File: src/rtl/a78_pkg.sv
// Shared constants and types for the A78 cartridge loader.
package a78_pkg;

  localparam int unsigned SIG_OFS    = 1;
  localparam int unsigned SIZE_OFS   = 49;
  localparam int unsigned FLAGS_OFS  = 53;
  localparam int unsigned REGION_OFS = 57;
  localparam int unsigned SAVE_OFS   = 58;
  localparam int unsigned XM_OFS     = 63;
  localparam int unsigned HDR_LEN    = 128;

  localparam logic [39:0] SIG_ATARI = 40'h41_54_41_52_49;

  typedef enum logic [2:0] {IDLE, SIG, HDR, FLUSH, BODY, END} state_t;

  typedef enum logic [7:0] {
    NONE    = 8'd0,
    HSC     = 8'd1,
    SAVEKEY = 8'd2
  } save_t;

endpackage

File: src/rtl/a78_header_regs.sv
// A78 header field registers: maps header byte offsets onto the latched fields.
module a78_header_regs
  import a78_pkg::*;
(
  input  logic        clk_sys,
  input  logic        reset_n,
  input  logic        i_we,
  input  logic [6:0]  i_ofs,
  input  logic [7:0]  i_data,
  output logic [31:0] o_hcart_size,
  output logic [15:0] o_cart_flags,
  output logic [7:0]  o_cart_region,
  output logic [7:0]  o_cart_save,
  output logic [7:0]  o_cart_xm
);

  logic [31:0] r_hcart_size;
  logic [15:0] r_cart_flags;
  logic [7:0]  r_cart_region;
  logic [7:0]  r_cart_save;
  logic [7:0]  r_cart_xm;

  // Multi-byte fields are big-endian: the lowest offset holds the MSB.
  always_ff @(posedge clk_sys or negedge reset_n) begin
    if (!reset_n) begin
      r_hcart_size  <= 32'h0000_8000;
      r_cart_flags  <= '0;
      r_cart_region <= '0;
      r_cart_save   <= '0;
      r_cart_xm     <= '0;
    end else if (i_we) begin
      case (i_ofs)
        7'(SIZE_OFS):      r_hcart_size[31:24] <= i_data;
        7'(SIZE_OFS + 1):  r_hcart_size[23:16] <= i_data;
        7'(SIZE_OFS + 2):  r_hcart_size[15:8]  <= i_data;
        7'(SIZE_OFS + 3):  r_hcart_size[7:0]   <= i_data;
        7'(FLAGS_OFS):     r_cart_flags[15:8]  <= i_data;
        7'(FLAGS_OFS + 1): r_cart_flags[7:0]   <= i_data;
        7'(REGION_OFS):    r_cart_region       <= i_data;
        7'(SAVE_OFS):      r_cart_save         <= i_data;
        7'(XM_OFS):        r_cart_xm           <= i_data;
        default: ;
      endcase
    end
  end

  assign o_hcart_size  = r_hcart_size;
  assign o_cart_flags  = r_cart_flags;
  assign o_cart_region = r_cart_region;
  assign o_cart_save   = r_cart_save;
  assign o_cart_xm     = r_cart_xm;

endmodule

File: src/rtl/a78_cart_loader.sv
// Cart download front-end: detects/strips A78 headers and streams payload to cart RAM.
// Define A78_CHECKSUM_EN to add the payload_sum output.
module a78_cart_loader #(
  parameter int unsigned ADDR_W  = 18,
  parameter int unsigned HDR_LEN = 128,
  parameter int unsigned SIG_LEN = 6
) (
  input  logic              clk_sys,
  input  logic              reset_n,
  input  logic              dl_active,
  input  logic              ioctl_wr,
  input  logic [24:0]       ioctl_addr,
  input  logic [7:0]        ioctl_dout,
  output logic              ioctl_wait,
  output logic              ram_we,
  output logic [ADDR_W-1:0] ram_addr,
  output logic [7:0]        ram_data,
  output logic              is_7800,
  output logic [31:0]       hcart_size,
  output logic [15:0]       cart_flags,
  output logic [7:0]        cart_region,
  output logic [7:0]        cart_save,
  output logic [7:0]        cart_xm,
  output logic [31:0]       cart_size,
  output logic              load_done
`ifdef A78_CHECKSUM_EN
  ,
  output logic [15:0]       payload_sum
`endif
);
  import a78_pkg::*;

  localparam int unsigned CW = $clog2(SIG_LEN + 1);

  state_t            r_state, w_next;
  logic              r_dl_d, r_any, r_end_pend, r_is_7800, r_ram_we, r_load_done;
  logic [7:0]        r_buf [SIG_LEN];
  logic [CW-1:0]     r_fl_idx, r_fl_cnt, w_fl_n;
  logic [24:0]       r_last_addr, w_last;
  logic [ADDR_W-1:0] r_ram_addr, w_waddr;
  logic [7:0]        r_ram_data, w_wdata, w_fl_byte;
  logic [31:0]       r_cart_size, w_len, w_size;
  logic              w_rise, w_fall, w_wr, w_acc, w_any, w_match, w_we, w_hdr_we;

  assign ioctl_wait = (r_state == FLUSH);
  assign w_rise     = dl_active & ~r_dl_d;
  assign w_fall     = ~dl_active & r_dl_d;
  assign w_wr       = ioctl_wr & ~ioctl_wait;
  assign w_acc      = w_wr & (r_state inside {SIG, HDR, BODY});
  assign w_any      = r_any | w_acc;
  assign w_last     = w_acc ? ioctl_addr : r_last_addr;
  assign w_match    = ({r_buf[SIG_OFS], r_buf[SIG_OFS+1], r_buf[SIG_OFS+2],
                        r_buf[SIG_OFS+3], ioctl_dout} == SIG_ATARI);
  assign w_fl_n     = (w_last < 25'(SIG_LEN)) ? CW'(w_last) + 1'b1 : CW'(SIG_LEN);
  assign w_hdr_we   = (r_state == HDR) & w_wr & (ioctl_addr < 25'(HDR_LEN));

  assign w_len  = 32'(r_last_addr) + 32'd1;
  assign w_size = !r_any     ? '0 :
                  !r_is_7800 ? w_len :
                  (w_len > 32'(HDR_LEN)) ? w_len - 32'(HDR_LEN) : '0;

  always_comb begin
    w_fl_byte = '0;
    for (int unsigned i = 0; i < SIG_LEN; i++)
      if (r_fl_idx == CW'(i)) w_fl_byte = r_buf[i];
  end

  always_comb begin
    w_next = r_state;
    unique case (r_state)
      IDLE:  if (w_rise) w_next = SIG;
      SIG:   if (w_fall) w_next = w_any ? FLUSH : END;
             else if (w_wr && ioctl_addr == 25'(SIG_LEN - 1)) w_next = w_match ? HDR : FLUSH;
      HDR:   if (w_fall) w_next = END;
             else if (w_wr && ioctl_addr == 25'(HDR_LEN - 1)) w_next = BODY;
      FLUSH: if (r_fl_idx == r_fl_cnt - 1'b1) w_next = (r_end_pend || w_fall) ? END : BODY;
      BODY:  if (w_fall) w_next = END;
      END:   w_next = IDLE;
      default: w_next = IDLE;
    endcase
  end

  always_comb begin
    w_we    = 1'b0;
    w_waddr = '0;
    w_wdata = ioctl_dout;
    if (r_state == FLUSH) begin
      w_we    = 1'b1;
      w_waddr = ADDR_W'(r_fl_idx);
      w_wdata = w_fl_byte;
    end else if (r_state == BODY && w_wr) begin
      if (!r_is_7800) begin
        w_we    = 1'b1;
        w_waddr = ioctl_addr[ADDR_W-1:0];
      end else if (ioctl_addr >= 25'(HDR_LEN)) begin
        w_we    = 1'b1;
        w_waddr = ioctl_addr[ADDR_W-1:0] - ADDR_W'(HDR_LEN);
      end
    end
  end

  // r_dl_d resets high so a download already in progress at reset release is not restarted mid-file.
  always_ff @(posedge clk_sys or negedge reset_n) begin
    if (!reset_n) begin
      r_state     <= IDLE;
      r_dl_d      <= 1'b1;
      r_any       <= 1'b0;
      r_end_pend  <= 1'b0;
      r_is_7800   <= 1'b1;
      r_fl_idx    <= '0;
      r_fl_cnt    <= '0;
      r_last_addr <= '0;
      r_ram_we    <= 1'b0;
      r_ram_addr  <= '0;
      r_ram_data  <= '0;
      r_cart_size <= '0;
      r_load_done <= 1'b0;
      for (int unsigned i = 0; i < SIG_LEN; i++) r_buf[i] <= '0;
    end else begin
      r_state     <= w_next;
      r_dl_d      <= dl_active;
      r_ram_we    <= w_we;
      r_load_done <= (r_state == END);
      if (w_we) begin
        r_ram_addr <= w_waddr;
        r_ram_data <= w_wdata;
      end
      if (r_state == IDLE && w_rise) begin
        r_any       <= 1'b0;
        r_end_pend  <= 1'b0;
        r_last_addr <= '0;
        for (int unsigned i = 0; i < SIG_LEN; i++) r_buf[i] <= '0;
      end
      if (w_acc) begin
        r_any       <= 1'b1;
        r_last_addr <= ioctl_addr;
      end
      if (r_state == SIG && w_acc)
        for (int unsigned i = 0; i < SIG_LEN; i++)
          if (ioctl_addr == 25'(i)) r_buf[i] <= ioctl_dout;
      if (r_state == SIG && w_next == HDR) r_is_7800 <= 1'b1;
      if (r_state == SIG && (w_next == FLUSH || w_next == END)) r_is_7800 <= 1'b0;
      if (r_state == SIG && w_next == FLUSH) begin
        r_fl_idx   <= '0;
        r_fl_cnt   <= w_fl_n;
        r_end_pend <= w_fall;
      end
      if (r_state == FLUSH) begin
        r_fl_idx <= r_fl_idx + 1'b1;
        if (w_fall) r_end_pend <= 1'b1;
      end
      if (r_state == END) r_cart_size <= w_size;
    end
  end

  a78_header_regs u_hdr (
    .clk_sys       (clk_sys),
    .reset_n       (reset_n),
    .i_we          (w_hdr_we),
    .i_ofs         (ioctl_addr[6:0]),
    .i_data        (ioctl_dout),
    .o_hcart_size  (hcart_size),
    .o_cart_flags  (cart_flags),
    .o_cart_region (cart_region),
    .o_cart_save   (cart_save),
    .o_cart_xm     (cart_xm)
  );

`ifdef A78_CHECKSUM_EN
  logic [15:0] r_sum;

  always_ff @(posedge clk_sys or negedge reset_n) begin
    if (!reset_n)                    r_sum <= '0;
    else if (r_state == IDLE && w_rise) r_sum <= '0;
    else if (w_we)                   r_sum <= r_sum + 16'(w_wdata);
  end

  assign payload_sum = r_sum;
`endif

  assign is_7800   = r_is_7800;
  assign ram_we    = r_ram_we;
  assign ram_addr  = r_ram_addr;
  assign ram_data  = r_ram_data;
  assign cart_size = r_cart_size;
  assign load_done = r_load_done;

endmodule

File: config.mk
export PLATFORM = sky130hd
export DESIGN_NAME = a78_cart_loader
export DESIGN_NICKNAME = d
export VERILOG_FILES = /design/src/rtl/a78_pkg.sv /design/src/rtl/a78_header_regs.sv /design/src/rtl/a78_cart_loader.sv
export SDC_FILE = /design/constraint.sdc
export NUM_CORES = 1
export LEC_CHECK = 0
export ABC_AREA = 1
export CORE_MARGIN = 2
export CORE_UTILIZATION = 48
export DETAILED_ROUTE_END_ITERATION = 16
export DONT_BUFFER_PORTS = 1
export PLACE_DENSITY = 0.68
export SETUP_SLACK_MARGIN = 0.05
export SYNTH_ARGS = -nofsm -noshare
export SYNTH_HDL_FRONTEND = slang
export SYNTH_SLANG_ARGS = --single-unit
File: constraint.sdc
create_clock -name clk_sys -period 3.9 [get_ports clk_sys]
set_input_delay 1.17 -clock clk_sys [delete_from_list [all_inputs] [get_ports clk_sys]]
set_output_delay 1.17 -clock clk_sys [all_outputs]
set_load 0.005 [all_outputs]
Word-level counts from Yosys, hierarchy flattened:

Index checks and enable logic that the tools add are counted.

* input port bits: 37
* flip-flop bits (word level): 218
* word-level logic and storage cells: 155

* bitwise gates (word level): 10
* reductions and logical operators: 26
* muxes and demuxes: 51
* $add $sub $neg: 6
* magnitude comparators: 4
* equal/unequal tests: 30

Operator list (count)
* 8-bit 2-to-1 mux: 13
* 32-bit 2-to-1 mux: 3
* 48-bit 2-to-1 mux: 2
* 25-bit 2-to-1 mux: 3
* 18-bit 2-to-1 mux: 4
* 7-bit by 6-bit == test with 1-bit output, second input constant: 9
* 25-bit by 2-bit == test with 1-bit output, second input constant: 2
* 25-bit by 3-bit == test with 1-bit output, second input constant: 2
* 40-bit by 39-bit == test with 1-bit output, second input constant: 1
* 3-bit 2-to-1 mux: 11
* 26-bit by 8-bit subtractor with 27-bit output, second input constant: 1
* 25-bit by 1-bit adder with 26-bit output, second input constant: 1
* 26-bit by 8-bit > comparator with 1-bit output, second input constant: 1
* 25-bit by 1-bit == test with 1-bit output, second input constant: 1
* 25-bit by 7-bit == test with 1-bit output, second input constant: 1
* 25-bit by 8-bit greater-or-equal comparator with 1-bit output, second input constant: 1
* 25-bit zero test: 1
* 25-bit by 3-bit < comparator with 1-bit output, second input constant: 1
* 25-bit by 8-bit < comparator with 1-bit output, second input constant: 1
* 3-bit by 2-bit == test with 1-bit output, second input constant: 6
* 2-bit AND reduction: 9
* 18-bit by 8-bit subtractor with 18-bit output, second input constant: 1
* 3-bit == test, second input constant: 5
* 3-bit one-hot mux with 5 select lines: 1
* 13 further kinds: 46

Depth between registers and ports, before layout:

Gate-level depths: netlist of run 1.

* word-level depth: 13
* mapped depth: 18

By module:

Synthesis of run 1 repeated with hierarchy kept, for this count alone.

* cells, all modules: 1467
* area, all modules: 11278.3 sq um

By module, submodules not included
* a78_cart_loader: times used 1, cells an instance 1125, area each 8236.6 sq um
* a78_header_regs: times used 1, cells an instance 342, area each 3041.7 sq um

Worst setup path before layout of run 1:

OpenSTA, ideal clock, no wires.

* path type: in2reg
* from: input ioctl_addr[17]
* to: register u_hdr.r_hcart_size[21], in the netlist u_hdr.o_hcart_size[21]
* path buffers: 1
* cell stages on the path: 11
* setup time: 0.133 ns
* data arrival time: 2.512 ns
* path slack: 1.254 ns
* data required time: 3.767 ns
* path through: inv_1 -> nand4_1 -> nor2_1 -> nand2_1 -> nor2_1 -> nand2_1 -> nor3_2 -> nand4_1 -> clkbuf_1 -> nand2_1 -> o21ai_0

* cells in the longest elaborated chain, start to end: 3

RTL lines
* start: declaration: RTL line a78_cart_loader.sv:12 `input logic [24:0] ioctl_addr,`
* 25-bit by 8-bit < comparator with 1-bit output: RTL line a78_cart_loader.sv:55 `assign w_hdr_we = (r_state == HDR) & w_wr & (ioctl_addr < 25'(HDR_LEN));`
* 1-bit bitwise AND: RTL line a78_cart_loader.sv:55
* 2-bit AND reduction (no line)
* end signal: assignment: RTL line a78_header_regs.sv:34 `7'(SIZE_OFS + 1): r_hcart_size[23:16] <= i_data;`
* end: declaration: RTL line a78_header_regs.sv:17 `logic [31:0] r_hcart_size;`

Every way passes these cells.
A chain may end at the register's enable or synchronous reset.

Worst setup path in the final report of run 1:

* from: register r_last_addr[0]
* to: register r_cart_size[25], in the netlist cart_size[25]

* cells in the longest elaborated chain, start to end: 5
* elaborated cells on any way between the ends: 6
* those cells by class: 2 x add/sub; 1 x order compare; 3 x mux

RTL lines
* start: declaration: RTL line a78_cart_loader.sv:39 `logic [24:0] r_last_addr, w_last;`
* start signal: assignment: RTL line a78_cart_loader.sv:136 `r_last_addr <= ioctl_addr;`
* 25-bit by 1-bit adder with 26-bit output (*): RTL line a78_cart_loader.sv:57 `assign w_len = 32'(r_last_addr) + 32'd1;`
* 26-bit by 8-bit subtractor with 27-bit output / 26-bit by 8-bit > comparator with 1-bit output (equally long branches): RTL line a78_cart_loader.sv:60 `(w_len > 32'(HDR_LEN)) ? w_len - 32'(HDR_LEN) : '0;`
* 32-bit 2-to-1 mux: RTL line a78_cart_loader.sv:60
* 32-bit 2-to-1 mux (*): RTL line a78_cart_loader.sv:59 `!r_is_7800 ? w_len :`
* 32-bit 2-to-1 mux (*): RTL line a78_cart_loader.sv:58 `assign w_size = !r_any ? '0 :`
* end signal: assignment: RTL line a78_cart_loader.sv:152 `if (r_state == END) r_cart_size <= w_size;`
* end: declaration: RTL line a78_cart_loader.sv:42 `logic [31:0] r_cart_size, w_len, w_size;`

Every way passes the cells marked *; elsewhere a longest branch is shown, timed or not.

==> results of run 1 <==
==> cells by family (layout without fill, tap and decap cells) <==
logic type / count (synthesis) / count (layout)
AOI/OAI and AO/OA: 247 / 247
xor gates and xnor gates: 16 / 16
adders and majority gates: 10 / 10
buffers and inverters: 169 / 165
DFF: 213 / 213
and+or+nand+nor: 684 / 684
==> area by class of cell <==
class	count	area, sq um	area share, %
sequential	213	5330	45.4
inverter	110	414	3.52
timing repair buffer	13	97.6	0.830
tap	280	350	2.98
clock inverter	13	245	2.09
multi-input combinational	957	4710	40.1
clock buffer	29	608	5.17
==> metrics by stage <==
| step | power (W) | std cells | worst slack [ns] |
|---|---|---|---|
| detailed placement | 0.00501 | 1573 | 0.552 |
| global placement | 0.00497 | 1573 | 0.698 |
| finish | 0.00745 | 1615 | 0.895 |
| global route | 0.00790 | 1615 | 0.660 |
| CTS | 0.00747 | 1615 | 0.895 |
| floorplan | 0.00443 | 1339 | 1.25 |
==> cell usage after synthesis (all sizes together) <==
library cell and count:
a21oi 20, a221oi 1, a22o 1, a31oi 5, a32o 1, and3 1, buf 15, clkbuf 44
clkinv 2, dfrtp 210, dfstp 3, ha 10, inv 108, nand2 375, nand2b 1, nand3 124
nand3b 4, nand4 36, nor2 114, nor3 14, nor3b 1, nor4 11, o2111ai 1, o211ai 14
o21a 1, o21ai 179, o221ai 3, o22ai 19, o2bb2ai 1, o31ai 1, or2 3, xnor2 3
xor2 13
==> critical path, stage by stage (launching register included) <==
cell and delay (ns):
dfrtp_1 0.49, ha_1 0.28, and3_1 0.27, nand2_1 0.15
inv_1 0.10, nand2_1 0.06, nand2_1 0.13, inv_1 0.12
ha_1 0.21, nand3_2 0.11, nor2_4 0.14, nand2_2 0.08
nor2_2 0.14, nand2_1 0.08, nand2_2 0.11, nand2_4 0.19
nand3_1 0.18, nand2_1 0.06
==> metal layers <==
layer | up-vias | global-route usage [%] | routed length (um)
met4 | 0 | 8.74 | 982
met5 | - | 0 | 0
met2 | 307 | 44.4 | 14800
met1 | 4423 | 32.6 | 12600
met3 | 65 | 5.50 | 1960
li1 | 4409 | - | -
==> sequential cells by signal, summed over array words and instances, names as in the netlist, 8 cells and up <==
register / cells
u_hdr.o_hcart_size: 32
ram_addr: 18
ram_data: 8
u_hdr.o_cart_region: 8
u_hdr.o_cart_xm: 8
cart_size: 27
u_hdr.o_cart_save: 8
r_last_addr: 25
u_hdr.o_cart_flags: 16
r_buf: 48
==> power by group through the flow <==
stage / clock network [W] / registers, W / logic (W)
2_1_floorplan: 0 / 0.00290 / 0.00153
3_3_place_gp: 0 / 0.00309 / 0.00188
3_5_place_dp: 0 / 0.00309 / 0.00192
4_1_cts: 0.00249 / 0.00306 / 0.00192
5_1_grt: 0.00259 / 0.00310 / 0.00220
6_report: 0.00247 / 0.00306 / 0.00193
==> worst max-delay path by stage <==
stage,from,to,slack (ns),cells past startpoint
finish,r_last_addr[0]$_DFFE_PN0P_,cart_size[25]$_DFFE_PN0P_,0.89,17
global route,r_last_addr[0]$_DFFE_PN0P_,cart_size[21]$_DFFE_PN0P_,0.66,17
floorplan,ioctl_addr[17],u_hdr.o_hcart_size[21]$_DFFE_PN0P_,1.25,11
global placement,ioctl_addr[23],u_hdr.o_hcart_size[13]$_DFFE_PN0P_,0.70,9
CTS,r_last_addr[0]$_DFFE_PN0P_,cart_size[25]$_DFFE_PN0P_,0.89,17
detailed placement,ioctl_addr[17],u_hdr.o_hcart_size[9]$_DFFE_PN0P_,0.55,9
==> flow_metrics.env, run 1 <==
export IMPL_grt_max_degree=214
export IMPL_setup_tns_ns=0
export IMPL_io_buffers=0
export IMPL_hold_path_class="in2async"
export IMPL_area_growth_synth_to_final_pct=9.69
export IMPL_dieArea_sq_um=23500
export IMPL_synth_xor_area_share_pct=1.31
export IMPL_tightest_slew_ns=0.747
export IMPL_ys_types=47
export IMPL_crit_required_ns=4.31
export IMPL_drc_errors=0
export IMPL_endpoint_kind="flip-flop"
export IMPL_htreeDepth=1
export IMPL_power_density_nw_per_um2=634
export IMPL_first_pass_iters=5
export IMPL_final_cell_mix="nand2_1, dfrtp_1, o21ai_0, nand3_1, inv_1"
export IMPL_antenna_found_initial=0
export IMPL_dieHeight_um=153
export IMPL_synthAdderAreaFrac_pct=1.17
export IMPL_slew_headroom_pct=50.0
export IMPL_reg2reg_to="cart_size[25]$_DFFE_PN0P_"
export IMPL_drt_iter0_drc=771
export IMPL_synth_area_leaders="dfrtp_1, nand2_1, o21ai_0"
export IMPL_antenna_left=0
export IMPL_cp_start_kind="flip-flop"
export IMPL_finalInstanceArea_sq_um=11800
export IMPL_synth_top_family_by_area="simple AND/OR/NAND/NOR gates"
export IMPL_holdBufCountCts=0
export IMPL_worst_r2r_setup_slack_ns=0.89
export IMPL_fp_row_count=54
export IMPL_clk_latency_ns=0.53
export IMPL_fillers=2071
export IMPL_layout_drive_gt1_share_pct=8.24
export IMPL_r2r_cells=17
export IMPL_synth_area_sq_um=10700
export IMPL_period_minus_slack_ns=3.01
export IMPL_grt_overflow=0
export IMPL_internal_power_w=0.00473
export IMPL_die_w_um=153
export IMPL_synth_fp_nets=1386
export IMPL_core_area_sq_um=21900
export IMPL_skew_ns=0.00972
export IMPL_drv_slew=0
export IMPL_place_gp_congestion=0.883
export IMPL_setup_violations=0
export IMPL_cp_max_fo=26
export IMPL_vias_per_cell=5.70
export IMPL_rsz0062_at_grt="false"
export IMPL_wl_mm=30.3
export IMPL_grt_pass1_vias=9142
export IMPL_place_area_sq_um=10900
export IMPL_cap_violations=0
export IMPL_io_pins=171
export IMPL_vias=9204
export IMPL_worstPathArrival_ns=3.42
export IMPL_yosys_warnings=0
export IMPL_swShare_pct=36.5
export IMPL_cts_tree="done"
export IMPL_cts_buffer_depth=3
export IMPL_utilization_pct=53.7
export IMPL_synth_seq_area_share_pct=49.8
export IMPL_max_freq_ghz=0.333
export IMPL_grt_pass1_wl_mm=49.2
export IMPL_power_leakage_nw=5.43
export IMPL_start_util_pct=49.0
export IMPL_postSynthAreaPerCell_sq_um=8.01
export IMPL_path_clk_slew_ns=0.07
export IMPL_combPwrFrac_pct=25.9
export IMPL_fin_hold_ws_ns=0.337
export IMPL_track_usage_pct=25.9
export IMPL_power_frac_clock_pct=33.1
export IMPL_post_cts_buffers=0
export IMPL_status="finished, final reports clean"
export IMPL_synth_seq_cells=213
export IMPL_fin_crit_sh_pct=77.1
export IMPL_syn_inst=1339
export IMPL_ctsRootBufferMaster="clkbuf_16"
export IMPL_crit_type="reg2reg"
export IMPL_muxShareOfSynthArea_pct=0
export IMPL_hpwl_mm=21.4
export IMPL_final_common_cell="nand2_1"
export IMPL_numCtsBuffers=23
export IMPL_r2r_start="r_last_addr[0]$_DFFE_PN0P_"
export IMPL_seq_power_share_pct=41.0
export IMPL_clock_sinks=213
export IMPL_cts_resized=0
export IMPL_hold_viol_final=0
export IMPL_synthSimpleGateAreaFrac_pct=29.0
export IMPL_wl_per_cell_um=18.8
export IMPL_switching_power_w=0.00272
export IMPL_fin_nets=1365
export IMPL_ir_drop_mv=0.414
export IMPL_synth_top_area_cell="dfrtp_1"
export IMPL_antenna_cells=0
export IMPL_synth_top_area_share_pct=49.0
export IMPL_synth_compound_area_share_pct=12.5
No activity file was read; power rests on OpenSTA's default activity.
==> inputs of run 2 (changes only) <==
--- a/config.mk
+++ b/config.mk
@@ -10,7 +10,7 @@
 export CORE_UTILIZATION = 48
 export DETAILED_ROUTE_END_ITERATION = 16
 export DONT_BUFFER_PORTS = 1
-export PLACE_DENSITY = 0.68
+export PLACE_DENSITY = 0.7
 export SETUP_SLACK_MARGIN = 0.05
 export SYNTH_ARGS = -nofsm -noshare
 export SYNTH_HDL_FRONTEND = slang
==> constraint.sdc (replaced) <==
create_clock -name clk_sys -period 2.5 [get_ports clk_sys]
set_input_delay 0.75 -clock clk_sys [delete_from_list [all_inputs] [get_ports clk_sys]]
set_output_delay 0.75 -clock clk_sys [all_outputs]
set_load 0.005 [all_outputs]
==> run 2 against run 1 <==
  * The flow now finishes with violations (negative hold slack)
  * Total power up 58%
  * Clock skew up 0.0011 ns
  * Clock power up 44%
  * Sequential share of layout area down 1.9 points
  * Combinational power up 82%
  * Worst hold slack worse by 0.41 ns
  * Register-to-register slack worse by 0.73 ns
  * Sequential cell count unchanged
  * Sequential power up 54%
  * Final cell count up 3.2%
  * Critical endpoint unchanged
  * Highest routed layer unchanged
==> flow_metrics.env, run 2 (synthesis results as in run 1) <==
export IMPL_status="finished with violations"
export IMPL_violations="negative hold slack"
export IMPL_skew_ns=0.0108
export IMPL_fin_nets=1417
export IMPL_r2r_start="r_last_addr[1]$_DFFE_PN0P_"
export IMPL_top_register="r_buf"
export IMPL_fin_hold_ws_ns=-0.0701
export IMPL_period_minus_slack_ns=2.33
export IMPL_crit_type="reg2reg"
export IMPL_grt_max_degree=214
export IMPL_top_usage_layer="met2"
export IMPL_slew_headroom_pct=48.0
export IMPL_hpwl_mm=21.8
export IMPL_cp_num_buf_inv=2
export IMPL_final_common_cell="nand2_1"
export IMPL_place_gp_congestion=0.924
export IMPL_hold_path_class="in2async"
export IMPL_register_area_sq_um=5350
export IMPL_clock_sinks=213
export IMPL_numCtsBuffers=24
export IMPL_use_met2_pct=44.5
export IMPL_core_area_sq_um=21900
export IMPL_grtUsageMet1_pct=33.4
export IMPL_track_usage_pct=26.1
export IMPL_rsz0062_at_grt="false"
export IMPL_layout_drive_gt1_share_pct=14.1
export IMPL_met3_usage_pct=5.39
export IMPL_crit_chain="buf_4, nand2_2, nor2_4, nand2_4, xor2_1, inv_1, ha_4, nand3_2, nor2_4, nand2_2, nor2_4, nand2_2, nand2_8, nand2_4, nand3_1, nand2_1"
export IMPL_fp_row_count=54
export IMPL_hold_viol_final=210
export IMPL_wl_mm=31.1
export IMPL_setup_violations=0
export IMPL_htreeDepth=1
export IMPL_grt_pass1_vias=9172
export IMPL_vias=9511
export IMPL_crit_family="simple AND/OR/NAND/NOR gates"
export IMPL_clk_latency_ns=0.52
export IMPL_cts_tree="done"
export IMPL_power_density_nw_per_um2=960
export IMPL_tightest_slew_ns=0.776
export IMPL_antenna_found_initial=0
export IMPL_cap_violations=0
export IMPL_crit_required_ns=2.91
export IMPL_utilization_pct=56.1
export IMPL_ir_drop_mv=0.608
export IMPL_crit_start="r_last_addr[1]$_DFFE_PN0P_"
export IMPL_wl_per_cell_um=18.7
export IMPL_grt_pass1_wl_mm=49.8
export IMPL_vias_per_cell=5.71
export IMPL_setup_tns_ns=0
export IMPL_worstPathArrival_ns=2.74
export IMPL_cp_max_fo=6
export IMPL_die_w_um=153
export IMPL_drt_iter0_drc=762
export IMPL_drc_errors=0
export IMPL_worst_path_max_delay_cell="dfrtp_1"
export IMPL_first_pass_iters=7
export IMPL_cp_start_kind="flip-flop"
export IMPL_largest_reg_flops=48
export IMPL_io_pins=171
export IMPL_ctsRootBufferMaster="clkbuf_16"
export IMPL_dieArea_sq_um=23500
export IMPL_grt_overflow=0
export IMPL_dieHeight_um=153
export IMPL_area_growth_synth_to_final_pct=14.6
export IMPL_power_leakage_nw=5.67
export IMPL_fillers=2056
export IMPL_path_clk_slew_ns=0.06
export IMPL_max_stage_delay_ns=0.38
export IMPL_cts_buffer_depth=3
export IMPL_antenna_left=0
export IMPL_drv_slew=0
export IMPL_final_cell_mix="nand2_1, dfrtp_1, o21ai_0, nand3_1, inv_1"
export IMPL_multiInputGateArea_sq_um=4890
export IMPL_max_freq_ghz=0.429
export IMPL_fin_crit_sh_pct=93.3
export IMPL_endpoint_kind="flip-flop"
export IMPL_io_buffers=0
export IMPL_antenna_cells=0
export IMPL_start_util_pct=49.0
## run 2: layer usage
metal  up-vias  wire (um)
met4         0       1000
li1       4523          -
met3        65       2140
met1      4589      12800
met2       334      15200
met5         -          0
## run 2: path summary, 6_finish.rpt
check,end,slack (ns),cells past startpoint
max in group asynchronous,u_hdr.o_hcart_size[15]$_DFFE_PN1P_,2.28,0
worst min register to register,r_fl_cnt[1]$_DFFE_PN0P_,0.50,2
worst max register to register,cart_size[25]$_DFFE_PN0P_,0.17,16
worst min-delay path,r_last_addr[18]$_DFFE_PN0P_,-0.07,0
min in group clk_sys,r_dl_d$_DFF_PN1_,0.22,0
worst max-delay path,cart_size[25]$_DFFE_PN0P_,0.17,16
## run 2: final cells by class
type,count,area share (%)
well taps,280,2.85
inverters,110,3.37
clock inverters,12,1.11
clock buffers,30,5.48
multi-input cells,960,39.8
flip-flops and latches,213,43.5
repair buffers,61,3.93
## run 2: through the flow
| step | hold slack [ns] | total power (W) | area, sq um | cells | setup slack, ns |
|---|---|---|---|---|---|
| floorplan | 0.453 | 0.00691 | 10700 | 1339 | 0.0687 |
| global placement | 0.467 | 0.00798 | 11300 | 1616 | -0.103 |
| detailed placement | 0.467 | 0.00804 | 11300 | 1616 | -0.130 |
| CTS | -0.0916 | 0.0116 | 12100 | 1658 | 0.0603 |
| global route | -0.0833 | 0.0125 | 12300 | 1666 | 0.00843 |
| finish | -0.0701 | 0.0118 | 12300 | 1666 | 0.169 |
## run 2: repair_timing
item                                    CTS  global route
cloned                                    0             3
buffers inserted                          0             5
resized for setup                         1            40
hold endpoints to repair                210           210
pin swaps                                 0             8
endpoints found under the setup margin   13            27
## run 2: power by group
| part | switching [W] | internal (W) | total (W) | leakage, nW |
|---|---|---|---|---|
| sequential | 0.000645 | 0.00407 | 0.00472 | 2.86 |
| combinational | 0.00231 | 0.00120 | 0.00352 | 2.42 |
| clock | 0.00144 | 0.00212 | 0.00356 | 0.393 |
==> inputs of run 3 (changes only) <==
--- a/config.mk
+++ b/config.mk
@@ -6,12 +6,12 @@
 export NUM_CORES = 1
 export LEC_CHECK = 0
 export ABC_AREA = 1
-export CORE_MARGIN = 2
 export CORE_UTILIZATION = 48
 export DETAILED_ROUTE_END_ITERATION = 16
 export DONT_BUFFER_PORTS = 1
 export PLACE_DENSITY = 0.7
 export SETUP_SLACK_MARGIN = 0.05
+export SKIP_CTS_REPAIR_TIMING = 1
 export SYNTH_ARGS = -nofsm -noshare
 export SYNTH_HDL_FRONTEND = slang
 export SYNTH_SLANG_ARGS = --single-unit
==> run 3 against run 2 <==
  * The flow still finishes with violations (negative hold slack)
  * Die area is 2.6% lower
  * Worst hold slack worse by 0.0041 ns
  * Core utilization is 0.30 points lower
  * Clock skew hardly changed
  * Critical path depth shrank 3
  * Sequential share of layout area increased by 0.20 points
  * Combinational power down 3%
  * Via count is 0.30% lower
  * Setup slack improved by 0.027 ns
  * Critical endpoint is now cart_size[3]$_DFFE_PN0P_
  * Largest cell class unchanged
==> flow_metrics.env, run 3 (synthesis results as in run 1) <==
export IMPL_dieHeight_um=151
export IMPL_violations="negative hold slack"
export IMPL_top_layer="met4"
export IMPL_cap_violations=0
export IMPL_antenna_left=0
export IMPL_vias=9482
export IMPL_clock_sinks=213
export IMPL_multiInputGateArea_sq_um=4860
export IMPL_hold_viol_final=115
export IMPL_place_gp_congestion=0.972
export IMPL_path_clk_slew_ns=0.06
export IMPL_clk_latency_ns=0.52
export IMPL_power_leakage_nw=5.63
export IMPL_die_w_um=151
export IMPL_worst_path_max_delay_cell="dfrtp_1"
export IMPL_wl_mm=30.5
export IMPL_antenna_found_initial=0
export IMPL_status="finished with violations"
export IMPL_fin_crit_sh_pct=92.2
export IMPL_antenna_cells=0
export IMPL_final_common_cell="nand2_1"
export IMPL_crit_family="simple AND/OR/NAND/NOR gates"
export IMPL_wl_per_cell_um=18.4
export IMPL_cts_buffer_depth=3
export IMPL_hpwl_mm=21.3
export IMPL_max_stage_delay_ns=0.40
export IMPL_cp_start_kind="flip-flop"
export IMPL_start_util_pct=49.0
export IMPL_drt_met1_wl_mm=12.4
export IMPL_rsz0062_at_grt="false"
export IMPL_crit_required_ns=2.92
export IMPL_top_register="r_buf"
export IMPL_grt_overflow=0
export IMPL_worst_slack_ns=0.196
export IMPL_skew_ns=0.0105
export IMPL_final_cell_mix="nand2_1, dfrtp_1, o21ai_0, nand3_1, inv_1"
export IMPL_layout_drive_gt1_share_pct=13.1
export IMPL_fin_hold_ws_ns=-0.0742
export IMPL_vias_per_cell=5.71
export IMPL_tightest_slew_ns=0.725
export IMPL_cts_tree="done"
export IMPL_max_freq_ghz=0.434
export IMPL_crit_chain="nand2_1, nor2_4, nand2_1, nor2_1, nand3_1, nand2_1, nand2_1, nor2_1, nand4_1, nand2_8, nand2_4, nand3_2, nand2_1"
export IMPL_numCtsBuffers=24
export IMPL_core_area_sq_um=21900
export IMPL_dieArea_sq_um=22900
export IMPL_route_met3_wl_mm=2.18
export IMPL_htreeDepth=1
export IMPL_fillers=2012
export IMPL_ctsRootBufferMaster="clkbuf_16"
export IMPL_cp_num_buf_inv=0
export IMPL_area_growth_synth_to_final_pct=14.0
export IMPL_drc_errors=0
export IMPL_ir_drop_mv=0.533
export IMPL_register_area_sq_um=5340
export IMPL_grt_pass1_wl_mm=48.0
export IMPL_fp_row_count=54
export IMPL_fin_nets=1410
export IMPL_drt_iter0_drc=739
export IMPL_io_buffers=0
export IMPL_dr_wl_met2_mm=15.1
export IMPL_dp_slack_ns=-0.0801
export IMPL_crit_start="r_last_addr[7]$_DFFE_PN0P_"
export IMPL_utilization_pct=55.8
export IMPL_first_pass_iters=5
export IMPL_setup_violations=0
export IMPL_power_density_nw_per_um2=963
export IMPL_io_pins=171
export IMPL_slew_headroom_pct=51.6
export IMPL_endpoint_kind="flip-flop"
export IMPL_grt_max_degree=214
export IMPL_drv_slew=0
export IMPL_largest_reg_flops=48
export IMPL_r2r_start="r_last_addr[7]$_DFFE_PN0P_"
export IMPL_crit_type="reg2reg"
export IMPL_cp_max_fo=6
export IMPL_grt_pass1_vias=9075
export IMPL_crit_top_cell="nand2_1"
export IMPL_period_minus_slack_ns=2.30
export IMPL_hold_path_class="in2async"
export IMPL_worstPathArrival_ns=2.72
export IMPL_track_usage_pct=27.0
run 3: changes by cell type in the layout (fill, tap and decap cells not counted), moves of 2 or more:
| cell | previous run | this run |
|---|---|---|
| buf_4 | 59 | 52 |
| nor2_2 | 7 | 10 |
| nand2_1 | 348 | 351 |
| nor2_4 | 15 | 13 |
| clkbuf_8 | 5 | 3 |
| clkbuf_1 | 1 | 4 |
| nand2_2 | 23 | 20 |
| dfrtp_2 | 11 | 7 |
| dfrtp_1 | 199 | 203 |
run 3: report_power, final:
part	leakage (nW)	switching, W	internal (W)
clock network	0.396	0.00148	0.00218
logic	2.37	0.00226	0.00116
registers	2.87	0.000625	0.00407
total	5.63	0.00436	0.00741
run 3: metrics by stage:
| step | power [W] | std cells | TNS [ns] | instance area [sq um] | hold WS, ns |
|---|---|---|---|---|---|
| CTS | 0.0116 | 1655 | -0.180 | 12000 | -0.0879 |
| finish | 0.0118 | 1661 | 0 | 12200 | -0.0742 |
| detailed placement | 0.00798 | 1611 | -0.734 | 11200 | 0.465 |
| floorplan | 0.00691 | 1339 | 0 | 10700 | 0.453 |
| global route | 0.0124 | 1661 | 0 | 12200 | -0.0935 |
| global placement | 0.00791 | 1611 | -0.0542 | 11200 | 0.466 |
run 3: worst register-to-register path: cells and delay by family, from the launching register on:
family        cells  cell delay, ns
simple gates     13            1.80
flops             1            0.40
run 3: worst paths after layout:
kind | to | slack, ns | cells past startpoint
max | cart_size[3]$_DFFE_PN0P_ | 0.20 | 13
min | ram_addr[15]$_DFFE_PN0P_ | -0.07 | 0
max reg2reg | cart_size[3]$_DFFE_PN0P_ | 0.20 | 13
min reg2reg | r_fl_cnt[1]$_DFFE_PN0P_ | 0.48 | 2
max in group asynchronous | u_hdr.o_hcart_size[15]$_DFFE_PN1P_ | 2.14 | 0
min in group clk_sys | r_dl_d$_DFF_PN1_ | 0.22 | 0
run 3: layer usage:
layer | vias up | GRT usage, %
met5 | - | 0
met4 | 0 | 8.70
met3 | 56 | 5.69
met2 | 326 | 46.4
met1 | 4598 | 33.7
li1 | 4502 | -
run 3: cell type report:
class                   instances  share of cell area [%]
repair buffers                 54                    3.52
flip-flops and latches        213                    43.7
clock buffers                  31                    5.37
well taps                     280                    2.87
multi-input cells             960                    39.8
clock inverters                13                    1.36
inverters                     110                    3.39
